===== src/rtl/gen_csrcnt_pkg.sv =====
// Shared definitions for the counter-class CSRs: address map, default write
// masks and the rw/rs/rc new-value helper.
package gen_csrcnt_pkg;

    localparam logic [11:0] CSR_MCYCLE    = 12'hB00;
    localparam logic [11:0] CSR_MINSTRET  = 12'hB02;
    localparam logic [11:0] CSR_MHPM3     = 12'hB03;
    localparam logic [11:0] CSR_MCYCLEH   = 12'hB80;
    localparam logic [11:0] CSR_MINSTRETH = 12'hB82;
    localparam logic [11:0] CSR_MHPM3H    = 12'hB83;

    localparam logic [63:0] WMASK_ALL  = 64'hFFFF_FFFF_FFFF_FFFF;
    localparam logic [63:0] WMASK_NONE = 64'h0000_0000_0000_0000;

    // One bit of the CSR result; rc is implied when neither rw nor rs is set.
    function automatic logic csr_new_bit(input logic rw, input logic rs,
                                         input logic w, input logic op);
        logic r;
        if (rw) begin
            r = op;
        end else if (rs) begin
            r = w | op;
        end else begin
            r = w & ~op;
        end
        return r;
    endfunction

endpackage


===== src/rtl/gen_csrcnt_if.sv =====
// Decoded CSR access bus shared by the registers of the CSR file.
interface gen_csrcnt_if #(
    parameter int DW = 64
);
    logic [DW-1:0] csr_op;
    logic [11:0]   addr;
    logic          rw;
    logic          rs;
    logic          rc;
    logic [DW-1:0] rdata;

    modport master (output csr_op, addr, rw, rs, rc, input rdata);
    modport slave  (input csr_op, addr, rw, rs, rc, output rdata);
endinterface


===== src/rtl/gen_csrcnt_wsel.sv =====
// Word select and write-mask merge: next counter value for a CSR access to
// either the low word or the (zero-extended) high word.
module gen_csrcnt_wsel
    import gen_csrcnt_pkg::*;
#(
    parameter int DW = 64,
    parameter int CW = 64,
    parameter logic [CW-1:0] WMASK = {CW{1'b1}}
) (
    input  logic [CW-1:0] qout,
    input  logic [DW-1:0] csr_op,
    input  logic          hit_h,
    input  logic          rw,
    input  logic          rs,
    output logic [CW-1:0] next_q
);

    logic [2*DW-1:0] q_ext_s;
    logic [2*DW-1:0] m_ext_s;
    logic [2*DW-1:0] n_ext_s;
    logic [DW-1:0]   word_s;
    logic [DW-1:0]   mask_s;
    logic [DW-1:0]   merged_s;

    // Widen to two full words so bits above CW read as zero and are dropped on write-back.
    always_comb begin
        q_ext_s = {(2*DW){1'b0}};
        m_ext_s = {(2*DW){1'b0}};
        q_ext_s[CW-1:0] = qout;
        m_ext_s[CW-1:0] = WMASK;
        if (hit_h) begin
            word_s = q_ext_s[2*DW-1:DW];
            mask_s = m_ext_s[2*DW-1:DW];
        end else begin
            word_s = q_ext_s[DW-1:0];
            mask_s = m_ext_s[DW-1:0];
        end
        for (int i = 0; i < DW; i++) begin
            if (mask_s[i]) begin
                merged_s[i] = csr_new_bit(rw, rs, word_s[i], csr_op[i]);
            end else begin
                merged_s[i] = word_s[i];
            end
        end
        n_ext_s = q_ext_s;
        if (hit_h) begin
            n_ext_s[2*DW-1:DW] = merged_s;
        end else begin
            n_ext_s[DW-1:0] = merged_s;
        end
        next_q = n_ext_s[CW-1:0];
    end

endmodule


===== src/rtl/gen_csrcnt.sv =====
// Counter-class CSR (mcycle/minstret/mhpmcounter): software access, hardware
// overwrite and increment, sticky overflow and illegal-op flag.
module gen_csrcnt
    import gen_csrcnt_pkg::*;
#(
    parameter int DW = 64,
    parameter int CW = 64,
    parameter int IW = 4,
    parameter logic [CW-1:0] rstValue = {CW{1'b0}},
    parameter logic [CW-1:0] WMASK    = {CW{1'b1}},
    parameter logic [11:0]   CSRADDR  = 12'h000,
    parameter logic [11:0]   CSRADDRH = 12'h000
) (
    input  logic          CLK,
    input  logic          RSTn,
    gen_csrcnt_if.slave   bus,
    input  logic [CW-1:0] privi_data,
    input  logic          isPrivi,
    input  logic [IW-1:0] inc,
    input  logic          inhibit,
    input  logic          ovf_clr,
    output logic [CW-1:0] qout,
    output logic          ovf_pend,
    output logic          op_err
);

    localparam logic HAS_HI = (CW > DW) ? 1'b1 : 1'b0;

    logic [CW-1:0]   qout_r;
    logic            ovf_pend_r;
    logic            op_err_r;
    logic            hit_l_s;
    logic            hit_h_s;
    logic            multi_s;
    logic            acc_s;
    logic            do_inc_s;
    logic            carry_s;
    logic [CW:0]     inc_ext_s;
    logic [CW:0]     sum_s;
    logic [CW-1:0]   csr_q_s;
    logic [CW-1:0]   next_q_s;
    logic [2*DW-1:0] rq_ext_s;

    assign hit_l_s  = (bus.addr == CSRADDR);
    assign hit_h_s  = HAS_HI & (bus.addr == CSRADDRH);
    assign multi_s  = (bus.rw & bus.rs) | (bus.rw & bus.rc) | (bus.rs & bus.rc);
    assign acc_s    = (hit_l_s | hit_h_s) & (bus.rw | bus.rs | bus.rc) & ~multi_s;
    assign do_inc_s = ~inhibit & (inc != {IW{1'b0}});
    assign sum_s    = {1'b0, qout_r} + inc_ext_s;
    assign carry_s  = do_inc_s & ~acc_s & ~isPrivi & sum_s[CW];

    gen_csrcnt_wsel #(
        .DW    (DW),
        .CW    (CW),
        .WMASK (WMASK)
    ) u_wsel (
        .qout   (qout_r),
        .csr_op (bus.csr_op),
        .hit_h  (hit_h_s),
        .rw     (bus.rw),
        .rs     (bus.rs),
        .next_q (csr_q_s)
    );

    // A legal CSR access to either half outranks privi, which outranks increment.
    always_comb begin
        inc_ext_s = {(CW+1){1'b0}};
        inc_ext_s[IW-1:0] = inc;
        if (acc_s) begin
            next_q_s = csr_q_s;
        end else if (isPrivi) begin
            next_q_s = privi_data;
        end else if (do_inc_s) begin
            next_q_s = sum_s[CW-1:0];
        end else begin
            next_q_s = qout_r;
        end
    end

    // Read mux on the pre-update value; high word is zero-extended.
    always_comb begin
        rq_ext_s = {(2*DW){1'b0}};
        rq_ext_s[CW-1:0] = qout_r;
        if (hit_l_s) begin
            bus.rdata = rq_ext_s[DW-1:0];
        end else if (hit_h_s) begin
            bus.rdata = rq_ext_s[2*DW-1:DW];
        end else begin
            bus.rdata = {DW{1'b0}};
        end
    end

    // Counter, sticky overflow (set beats clear) and one-cycle illegal-op flag.
    always_ff @(posedge CLK or negedge RSTn) begin
        if (!RSTn) begin
            qout_r     <= rstValue;
            ovf_pend_r <= 1'b0;
            op_err_r   <= 1'b0;
        end else begin
            qout_r   <= next_q_s;
            op_err_r <= multi_s;
            if (carry_s) begin
                ovf_pend_r <= 1'b1;
            end else if (ovf_clr) begin
                ovf_pend_r <= 1'b0;
            end else begin
                ovf_pend_r <= ovf_pend_r;
            end
        end
    end

    assign qout     = qout_r;
    assign ovf_pend = ovf_pend_r;
    assign op_err   = op_err_r;

endmodule


===== src/flat_wrapper.sv =====
// flat-port wrapper written by rule: the top's interface ports become plain ports
module gen_csrcnt_flat import gen_csrcnt_pkg::*;
#(
    parameter int DW = 64,
    parameter int CW = 64,
    parameter int IW = 4,
    parameter logic [CW-1:0] rstValue = {CW{1'b0}},
    parameter logic [CW-1:0] WMASK    = {CW{1'b1}},
    parameter logic [11:0]   CSRADDR  = 12'h000,
    parameter logic [11:0]   CSRADDRH = 12'h000
)
  (CLK, RSTn, privi_data, isPrivi, inc, inhibit, ovf_clr, qout, ovf_pend, op_err, bus_csr_op, bus_addr, bus_rw, bus_rs, bus_rc, bus_rdata);
  gen_csrcnt_if #(.DW(DW)) bus_i ();
  input  logic CLK;
  input  logic RSTn;
  input  logic [CW-1:0] privi_data;
  input  logic isPrivi;
  input  logic [IW-1:0] inc;
  input  logic inhibit;
  input  logic ovf_clr;
  output logic [CW-1:0] qout;
  output logic ovf_pend;
  output logic op_err;
  input wire logic [$bits(bus_i.csr_op)-1:0] bus_csr_op;
  input wire logic [$bits(bus_i.addr)-1:0] bus_addr;
  input wire logic [$bits(bus_i.rw)-1:0] bus_rw;
  input wire logic [$bits(bus_i.rs)-1:0] bus_rs;
  input wire logic [$bits(bus_i.rc)-1:0] bus_rc;
  output wire logic [$bits(bus_i.rdata)-1:0] bus_rdata;
  assign bus_i.csr_op = bus_csr_op;
  assign bus_i.addr = bus_addr;
  assign bus_i.rw = bus_rw;
  assign bus_i.rs = bus_rs;
  assign bus_i.rc = bus_rc;
  assign bus_rdata = bus_i.rdata;
  gen_csrcnt #(.DW(DW), .CW(CW), .IW(IW), .rstValue(rstValue), .WMASK(WMASK), .CSRADDR(CSRADDR), .CSRADDRH(CSRADDRH)) u_core (.CLK(CLK), .RSTn(RSTn), .bus(bus_i), .privi_data(privi_data), .isPrivi(isPrivi), .inc(inc), .inhibit(inhibit), .ovf_clr(ovf_clr), .qout(qout), .ovf_pend(ovf_pend), .op_err(op_err));
endmodule

===== config.mk =====
export PLATFORM = sky130hd
export DESIGN_NAME = gen_csrcnt_flat
export DESIGN_NICKNAME = d
export VERILOG_FILES = /design/src/rtl/gen_csrcnt_pkg.sv /design/src/rtl/gen_csrcnt_if.sv /design/src/rtl/gen_csrcnt_wsel.sv /design/src/rtl/gen_csrcnt.sv /design/src/flat_wrapper.sv
export SDC_FILE = /design/constraint.sdc
export NUM_CORES = 1
export LEC_CHECK = 0
export BUFFER_PORTS_ARGS = -buffer_cell sky130_fd_sc_hd__buf_2
export CORE_ASPECT_RATIO = 0.8
export CORE_MARGIN = 3
export CORE_UTILIZATION = 50
export CTS_CLUSTER_SIZE = 24
export DETAILED_ROUTE_END_ITERATION = 10
export GPL_TIMING_DRIVEN = 0
export PLACE_DENSITY = 0.83
export SYNTH_ARGS = -nofsm -noshare
export SYNTH_HDL_FRONTEND = slang
export SYNTH_SLANG_ARGS = --single-unit

===== constraint.sdc =====
create_clock -name CLK -period 3.3 [get_ports CLK]
set_clock_uncertainty 0.05 [all_clocks]
set_input_delay 0.66 -clock CLK [delete_from_list [all_inputs] [get_ports CLK]]
set_output_delay 0.66 -clock CLK [all_outputs]
set_load 0.005 [all_outputs]

==> results_dict.tcl, run 1 <==
set metrics [dict create \
    ios 282 \
    htreeDepth 3 \
    power.total_mw 3.48 \
    maxSlewHeadroom_pct 10.8 \
    crit_type "in2reg" \
    yosysWarnings 0 \
    overflow 0 \
    setup.worst_path.start_class "primary input" \
    grt_use_total_pct 41.0 \
    routed-wl-met2_um 13500 \
    wl_met1_um 11800 \
    critPathTopFamily "simple AND/OR/NAND/NOR gates" \
    cpPeakStageDelay_ns 0.64 \
    syn_area_um2 6810 \
    setup_viol 0 \
    p_leak_nw 3.96 \
    yosys.area.top_type "dfrtp_1" \
    setup_ws_ns 0.0796 \
    synth_top_area_share_pct 24.3 \
    dp_slack_ns -0.690 \
    portBuffers 280 \
    hpwl_um 23900 \
    setup_tns_ns 0 \
    routed_via_density 6.54 \
    cts_tree "yes" \
    worstPathCellList "buf_2, nor4_1, and3_2, a21boi_2, nor2_1, clkbuf_1, nor2_1, a211oi_1, a311oi_1" \
    start_util_pct 52.0 \
    drc 0 \
    die_height_um 110 \
    rsz0062_at_grt "no" \
    drive_gt1_share_pct 31.3 \
    required_ns 3.46 \
    area_growth_pct 29.6 \
    fmax_ghz 0.311 \
    crit_path_start "bus_addr[2]" \
    critical_path_arrival_ns 3.38 \
    num_rows 37 \
    first_pass_iters 8 \
    cts.sinks 66 \
    crit_buf_inv 2 \
    dieArea_um2 15100 \
    cts_hold_buf 0 \
    nets 1380 \
    ant_nets 0 \
    antenna_found_initial 1 \
    synth.area.mux_share_pct 2.06 \
    status "complete, no violations" \
    syn_avg_cell_area_um2 7.33 \
    maxCapViolations 0 \
    ys_seq_elements 66 \
    cp_max_fo 10 \
    clk_pin_slew_worst_paths_ns 0.05 \
    syn_nets 1086 \
    vias 9190 \
    power.density_nw_per_um2 395 \
    insertion_delay_ns 0.35 \
    synth_top_family_by_area "simple AND/OR/NAND/NOR gates" \
    final_cell_mix "290 x buf_2, 105 x nor2_1, 71 x nand2_1" \
    yosys.area_share.simple_pct 35.3 \
    min_period_ns 3.22 \
    die_x_um 136 \
    crit_path_end_kind "register" \
    cts_made_buffers 9 \
    cts_root_buf "clkbuf_16" \
    synth_edf_count 0 \
    timing.final.crit_share_pct 97.6 \
    worstHoldPathType "in2async" \
    tightest_slew_ns 1.32 \
    wirelength_um 31800 \
    cts_buffer_depth 2 \
    whs_ns 0.216 \
    first_global_vias 8209 \
    grt_max_degree 38 \
    crit_top_cell "nor2_1" \
    final_common_cell "buf_2" \
    ys_top_cells_by_area "dfrtp_1 24%, and2_1 6.0%, nor2_1 5.8%, a21oi_1 4.6%, o21ai_0 4.6%" \
    drtIter0Drc 1281 \
    slew_violations 0 \
    grt_pass1_wl_um 46800 \
    core_area_um2 13100 \
    synth-main-ff-cell "dfrtp_1" \
    synth_compound_area_share_pct 28.2 \
    syn_inst 929 \
    yosysSeqAreaShare_pct 24.3 \
    gp_congestion 1.03 \
    synth-adder-area-share_pct 1.03 \
    highest_layer "met4" \
    hold_viol_final 0 \
    wl_met3_um 5120 \
    synthXorXnorAreaFrac_pct 3.73 \
    ir_worst_vdd_mv 0.273 \
    netlist-cell-type-count 73 \
    crit_slowest_cell "nor2_1" \
    synthArstFlopShare_pct 100 \
    wl_per_cell_um 22.6 \
]
==> routing by layer <==
metal	vias up	global-route usage (%)
met3	142	14.9
met2	798	61.6
met1	4200	53.8
met4	0	16.3
met5	-	0
li1	4050	-
==> where the power goes <==
group | switching (mW) | leakage [nW] | internal (mW)
registers | 0.235 | 0.724 | 0.930
clock network | 0.402 | 0.145 | 0.626
logic | 0.733 | 3.09 | 0.554
==> metrics by stage <==
stage / instances / instance area (um2) / util [%]
2_1_floorplan: 929 / 6810 / -
3_3_place_gp: 1384 / 8430 / 64.3
3_5_place_dp: 1385 / 8450 / 64.5
4_1_cts: 1400 / 8770 / 66.9
5_1_grt: 1404 / 8820 / 67.3
6_report: 1405 / 8820 / 67.3
==> what timing repair did <==
action / 4_1_cts / 5_1_grt
resized for setup: 6 / 20
setup buffers: 0 / 3
cloned: 0 / 0
pin swaps: 0 / 1
setup endpoints to repair: 63 / 62
==> kinds of logic (layout without fill, tap and decap cells) <==
kind of cell / after synthesis / after routing
flops: 66 / 66
buf+inv: 92 / 391
other cells: 0 / 2
simple gates: 444 / 444
compound gates: 280 / 280
xor+xnor: 29 / 29
mux: 13 / 13
fa+ha+maj: 5 / 5
==> area by class of cell <==
type	instances	area, um2
Fill cell	1142	4280
Buffer	78	335
Multi-Input combinational cell	771	4810
Tap cell	175	219
Clock buffer	12	256
Inverter	13	48.8
Antenna cell	2	5.00
Timing Repair Buffer	284	1450
Sequential cell	66	1650
Clock inverter	4	50.0
==> final timing paths <==
path / cells past startpoint / slack [ns] / end
min reg2reg: 2 / 0.47 / u_core.ovf_pend
min in group CLK: 2 / 0.46 / u_core.ovf_pend
max in group asynchronous: 2 / 2.39 / asynchronous set/reset pin
max: 9 / 0.08 / register
min: 1 / 0.22 / u_core.ovf_pend
max reg2reg: 10 / 0.10 / register
==> Yosys cell counts, types with 3 or more instances <==
master / count
nand3_1: 51
a2bb2oi_1: 8
a41oi_1: 3
a21oi_1: 62
nand4b_1: 3
a31o_2: 7
nand2b_1: 6
o22ai_1: 10
and3_1: 8
or3_1: 17
xor2_1: 19
inv_1: 12
mux2_2: 4
o31ai_1: 7
buf_2: 12
o21a_1: 16
nor4_4: 3
a311oi_1: 5
dfrtp_1: 66
nand4_1: 33
o211ai_1: 6
a211oi_1: 15
xnor2_1: 10
buf_1: 5
and4_1: 6
a221oi_1: 4
mux2i_1: 8
nor2b_1: 8
ha_1: 4
o221a_2: 26
a31oi_1: 10
a22oi_1: 4
nor4_1: 11
o21ai_1: 4
nor3_1: 34
nand4_4: 4
and2_1: 65
nor2_1: 105
nand2_1: 71
o21ai_0: 62
or4_1: 5
a21o_1: 15
clkbuf_1: 60
(Power assumes the default switching activity.)
==> inputs of run 2 (changes only) <==
CTS_BUF_LIST = sky130_fd_sc_hd__clkbuf_16   (was not set)
==> run 2 against run 1 <==
  * Routed wire length shrank 0.26%
  * Sequential cell count is the same
  * Power shrank 1.6%
  * First-iteration DRC count grew 7.1%
  * Die area is the same
  * Sequential power is essentially flat
  * Critical path depth shrank 2
  * Register-to-register slack gained 0.03 ns
  * Combinational power is essentially flat
  * Via count shrank 0.50%
  * Worst setup slack lost 0.023 ns
  * Largest power group unchanged
==> results_dict.tcl, run 2 (synthesis gave the netlist of run 1 again) <==
set metrics [dict create \
    status "complete, no violations" \
    crit_path_end_kind "output port" \
    multi_input_area_um2 4810 \
    setup_ws_ns 0.0562 \
    drc 0 \
    final_common_cell "buf_2" \
    power.density_nw_per_um2 389 \
    ff2ff_setup_slack_ns 0.13 \
    fill_cells 1145 \
    grt_max_degree 38 \
    cts_root_buf "clkbuf_16" \
    die_height_um 110 \
    cts_tree "yes" \
    slew_violations 0 \
    grt_pass1_wl_um 46700 \
    fin_util_pct 67.2 \
    instances_no_fill 1405 \
    comb_power_share_pct 37.5 \
    setup.worst_path.start_class "primary input" \
    routed_via_density 6.51 \
    vias 9144 \
    dieArea_um2 15100 \
    num_rows 37 \
    required_ns 2.59 \
    switchingPower_mw 1.36 \
    worstHoldPathType "in2async" \
    area_growth_pct 29.4 \
    critical_path_arrival_ns 2.53 \
    gp_congestion 1.03 \
    insertion_delay_ns 0.35 \
    p_seq_share_pct 34.0 \
    clk_pin_slew_worst_paths_ns 0.05 \
    fmax_ghz 0.308 \
    portBuffers 280 \
    overflow 0 \
    crit_buf_inv 4 \
    crit_slowest_cell "and3_2" \
    ant_nets 0 \
    first_global_vias 8207 \
    hpwl_um 23900 \
    antenna_found_initial 1 \
    core_area_um2 13100 \
    placed_cells 1385 \
    grt_use_total_pct 41.0 \
    die_x_um 136 \
    p_leak_nw 3.95 \
    cp_max_fo 10 \
    drtIter0Drc 1372 \
    crit_top_cell "buf_2" \
    final_cell_mix "290 x buf_2, 104 x nor2_1, 71 x nand2_1" \
    wl_per_cell_um 22.6 \
    cts_made_buffers 9 \
    maxCapViolations 0 \
    regArea_um2 1650 \
    htreeDepth 3 \
    ios 282 \
    cts_hold_buf 0 \
    ir_worst_vdd_mv 0.276 \
    hold_viol_final 0 \
    drive_gt1_share_pct 31.2 \
    tightest_slew_ns 1.22 \
    p_clk_share_pct 28.5 \
    cts_buffer_depth 2 \
    timing.final.crit_share_pct 98.3 \
    worstPathCellList "buf_2, nor4_1, and3_2, clkbuf_4, clkbuf_2, and2_1, buf_2" \
    setup_viol 0 \
    first_pass_iters 7 \
    maxSlewHeadroom_pct 18.0 \
    nets 1380 \
    cpPeakStageDelay_ns 0.38 \
    dp_slack_ns -0.690 \
    wirelength_um 31700 \
    critPathTopFamily "simple AND/OR/NAND/NOR gates" \
    min_period_ns 3.24 \
    rsz0062_at_grt "no" \
    start_util_pct 52.0 \
    cts.sinks 66 \
    p_sw_share_pct 39.8 \
    crit_type "in2out" \
    intPower_mw 2.06 \
]
[run 2: power by group through the flow]
stage / Sequential [mW] / Combinational, mW / Clock (mW)
after floorplan: 1.12 / 0.757 / 0
after global placement: 1.16 / 1.21 / 0
after detailed placement: 1.17 / 1.23 / 0
after CTS: 1.15 / 1.24 / 0.973
after global routing: 1.18 / 1.40 / 1.01
final: 1.16 / 1.29 / 0.975
[run 2: worst reg2reg max path, stage by stage (launching register included)]
cell      delay, ns
dfrtp_1        0.42
ha_1           0.46
nand4_1        0.13
o211ai_1       0.32
clkbuf_4       0.31
nand4_1        0.26
or4b_2         0.72
nand3b_1       0.14
a21oi_1        0.08
o21a_1         0.18
[run 2: repair_timing]
item | 4_1_cts | 5_1_grt
buffers inserted | 0 | 3
pin swaps | 0 | 1
hold endpoints to repair | 0 | 0
resized for setup | 6 | 21
setup endpoints to repair | 63 | 62
[run 2: routing by layer]
metal	vias to the layer above	part of all wire [%]	GRT usage (%)	wire length [um]
met5	-	0	0	0
met4	0	4.6	16.3	1470
met3	142	16	15.0	5090
met2	789	42	61.5	13400
met1	4174	37	53.7	11800
li1	4039	-	-	-
[run 2: area by class of cell]
cell class / count / share of cell area (%)
diodes: 2 / 0.0568
plain buffers: 78 / 3.81
clock buffers: 9 / 2.56
clock inverters: 7 / 0.696
inverters: 13 / 0.554
multi-input cells: 771 / 54.7
flip-flops and latches: 66 / 18.8
well taps: 175 / 2.49
repair buffers: 284 / 16.4
[run 2: path summary, 6_finish.rpt]
kind,depth (start not counted),end,from
worst max register to register,9,register,register
max in group asynchronous,2,asynchronous set/reset pin,RSTn
worst min register to register,2,u_core.ovf_pend,u_core.ovf_pend
min in group CLK,2,u_core.ovf_pend,ovf_clr
worst max-delay path,7,bus_rdata[38],bus_addr[2]
worst min-delay path,1,u_core.ovf_pend,RSTn
[run 2: metrics by stage]
stage	setup TNS [ns]	cell area (um2)	hold WS, ns	total power, mW
2_1_floorplan	0	6810	0.314	1.87
3_3_place_gp	-30.05	8430	0.457	2.37
3_5_place_dp	-32.20	8450	0.471	2.39
5_1_grt	0	8800	0.242	3.59
6_report	0	8800	0.219	3.43
4_1_cts	0	8750	0.226	3.36
==> inputs of run 3 (changes only) <==
--- a/config.mk
+++ b/config.mk
@@ -14,5 +14,7 @@
 export DETAILED_ROUTE_END_ITERATION = 10
 export GPL_TIMING_DRIVEN = 0
+export HOLD_SLACK_MARGIN = 0.12
 export PLACE_DENSITY = 0.83
+export SLEW_MARGIN = 10
 export SYNTH_ARGS = -nofsm -noshare
 export SYNTH_HDL_FRONTEND = slang
==> constraint.sdc (replaced) <==
create_clock -name CLK -period 3.3 [get_ports CLK]
set_clock_uncertainty 0.05 [all_clocks]
set_input_delay 0.165 -clock CLK [delete_from_list [all_inputs] [get_ports CLK]]
set_output_delay 0.165 -clock CLK [all_outputs]
set_load 0.005 [all_outputs]
==> run 3 against run 2 <==
  * Count of clock-buffer cells in the layout unchanged
  * Sequential power about the same
  * First-iteration DRC count decreased by 1.5%
  * Power grew 1.5%
  * Critical path depth is 2 higher
==> results_dict.tcl, run 3 (synthesis gave the netlist of run 1 again) <==
set metrics [dict create \
    gp_congestion 1.03 \
    min_period_ns 3.26 \
    crit_path_end_kind "register" \
    critical_path_arrival_ns 3.44 \
    ios 282 \
    setup.worst_path.start_class "primary input" \
    nets 1430 \
    final_common_cell "buf_2" \
    antenna_found_initial 1 \
    ant_nets 0 \
    clk_pin_slew_worst_paths_ns 0.06 \
    cts_root_buf "clkbuf_16" \
    core_area_um2 13100 \
    worstHoldPathType "in2reg" \
    rsz0062_at_grt "yes" \
    htreeDepth 3 \
    cp_max_fo 10 \
    area_growth_pct 36.3 \
    maxSlewHeadroom_pct 14.7 \
    p_leak_nw 4.13 \
    maxCapViolations 0 \
    wirelength_um 32500 \
    dp_slack_ns -0.195 \
    ir_worst_vdd_mv 0.268 \
    setup_viol 0 \
    hpwl_um 23900 \
    dieArea_um2 15100 \
    setup_ws_ns 0.0426 \
    cts_tree "yes" \
    tightest_slew_ns 1.27 \
    grt_max_degree 38 \
    first_pass_iters 8 \
    grt_use_total_pct 41.9 \
    wl_per_cell_um 22.3 \
    crit_path_start "bus_rc" \
    ff2ff_setup_slack_ns 0.10 \
    required_ns 3.48 \
    crit_type "in2reg" \
    ff2ff_path_depth 9 \
    portBuffers 280 \
    vias 9364 \
    drc 0 \
    whs_ns 0.126 \
    timing.final.crit_share_pct 98.7 \
    cts_made_buffers 9 \
    hold_viol_final 0 \
    die_x_um 136 \
    num_rows 37 \
    fin_util_pct 70.8 \
    cts.sinks 66 \
    dpl-instance-area_um2 8450 \
    die_height_um 110 \
    drtIter0Drc 1352 \
    fmax_ghz 0.307 \
    insertion_delay_ns 0.35 \
    overflow 0 \
    finalInstanceArea_um2 9280 \
    slew_violations 0 \
    drive_gt1_share_pct 29.3 \
    start_util_pct 52.0 \
    first_global_vias 8514 \
    final_cell_mix "290 x buf_2, 105 x nor2_1, 71 x nand2_1" \
    routed_via_density 6.44 \
    grt_pass1_wl_um 47900 \
    cts_buffer_depth 2 \
    status "complete, no violations" \
    power.density_nw_per_um2 375 \
]
==> run 3: critical path, cell delays in order <==
cell           delay (ns)
dlygate4sd3_1        0.53
buf_2                0.15
o21ai_0              0.32
o21a_1               0.30
a21boi_2             0.19
nor2_1               0.66
clkbuf_1             0.71
a21oi_1              0.15
o221a_2              0.28
==> run 3: worst min path at each step <==
stage	from	end	slack [ns]	depth (start not counted)
3_3_place_gp	ovf_clr	u_core.ovf_pend	0.31	2
2_1_floorplan	RSTn	asynchronous set/reset pin	-0.18	0
5_1_grt	privi_data[42]	register	0.14	3
6_report	bus_csr_op[8]	register	0.13	4
3_5_place_dp	RSTn	u_core.ovf_pend	0.09	1
4_1_cts	bus_rw	u_core.op_err	0.12	3
==> run 3: per-stage QoR <==
step | total power, mW | cells | setup TNS (ns)
floorplan | 1.87 | 929 | 0
global placement | 2.37 | 1384 | -1.05
detailed placement | 2.39 | 1385 | -1.21
CTS | 3.41 | 1450 | 0
global route | 3.64 | 1454 | -0.0207
finish | 3.48 | 1454 | 0
==> run 3: area by class of cell <==
type,count,area [um2]
multi-input cells,771,4810
fillers,1078,3820
repair buffers,333,1940
flip-flops and latches,66,1650
plain buffers,79,328
clock buffers,9,225
well taps,175,219
clock inverters,7,61.3
inverters,13,48.8
diodes,1,2.50
==> run 3: power breakdown <==
| group | internal [mW] | leakage, nW | switching (mW) | total (mW) |
|---|---|---|---|---|
| Combinational | 0.591 | 3.27 | 0.740 | 1.33 |
| Clock | 0.576 | 0.138 | 0.403 | 0.979 |
| Sequential | 0.930 | 0.724 | 0.236 | 1.17 |
==> run 3: repair_timing <==
item / in CTS / in global routing
resized for setup: 1 / 12
buffers inserted: 0 / 3
endpoints found under the hold margin: 89 / 0
hold buffers: 49 / 0
cloned: 0 / 0
setup endpoints to repair: 8 / 52
==> run 3: metal layers <==
metal  vias to the layer above  wire length (um)  GRT usage [%]
li1                       4142                 -              -
met5                         -                51           2.43
met4                         2              1460           17.5
met2                       782             14000           64.1
met3                       148              5080           15.2
met1                      4290             11900           53.6
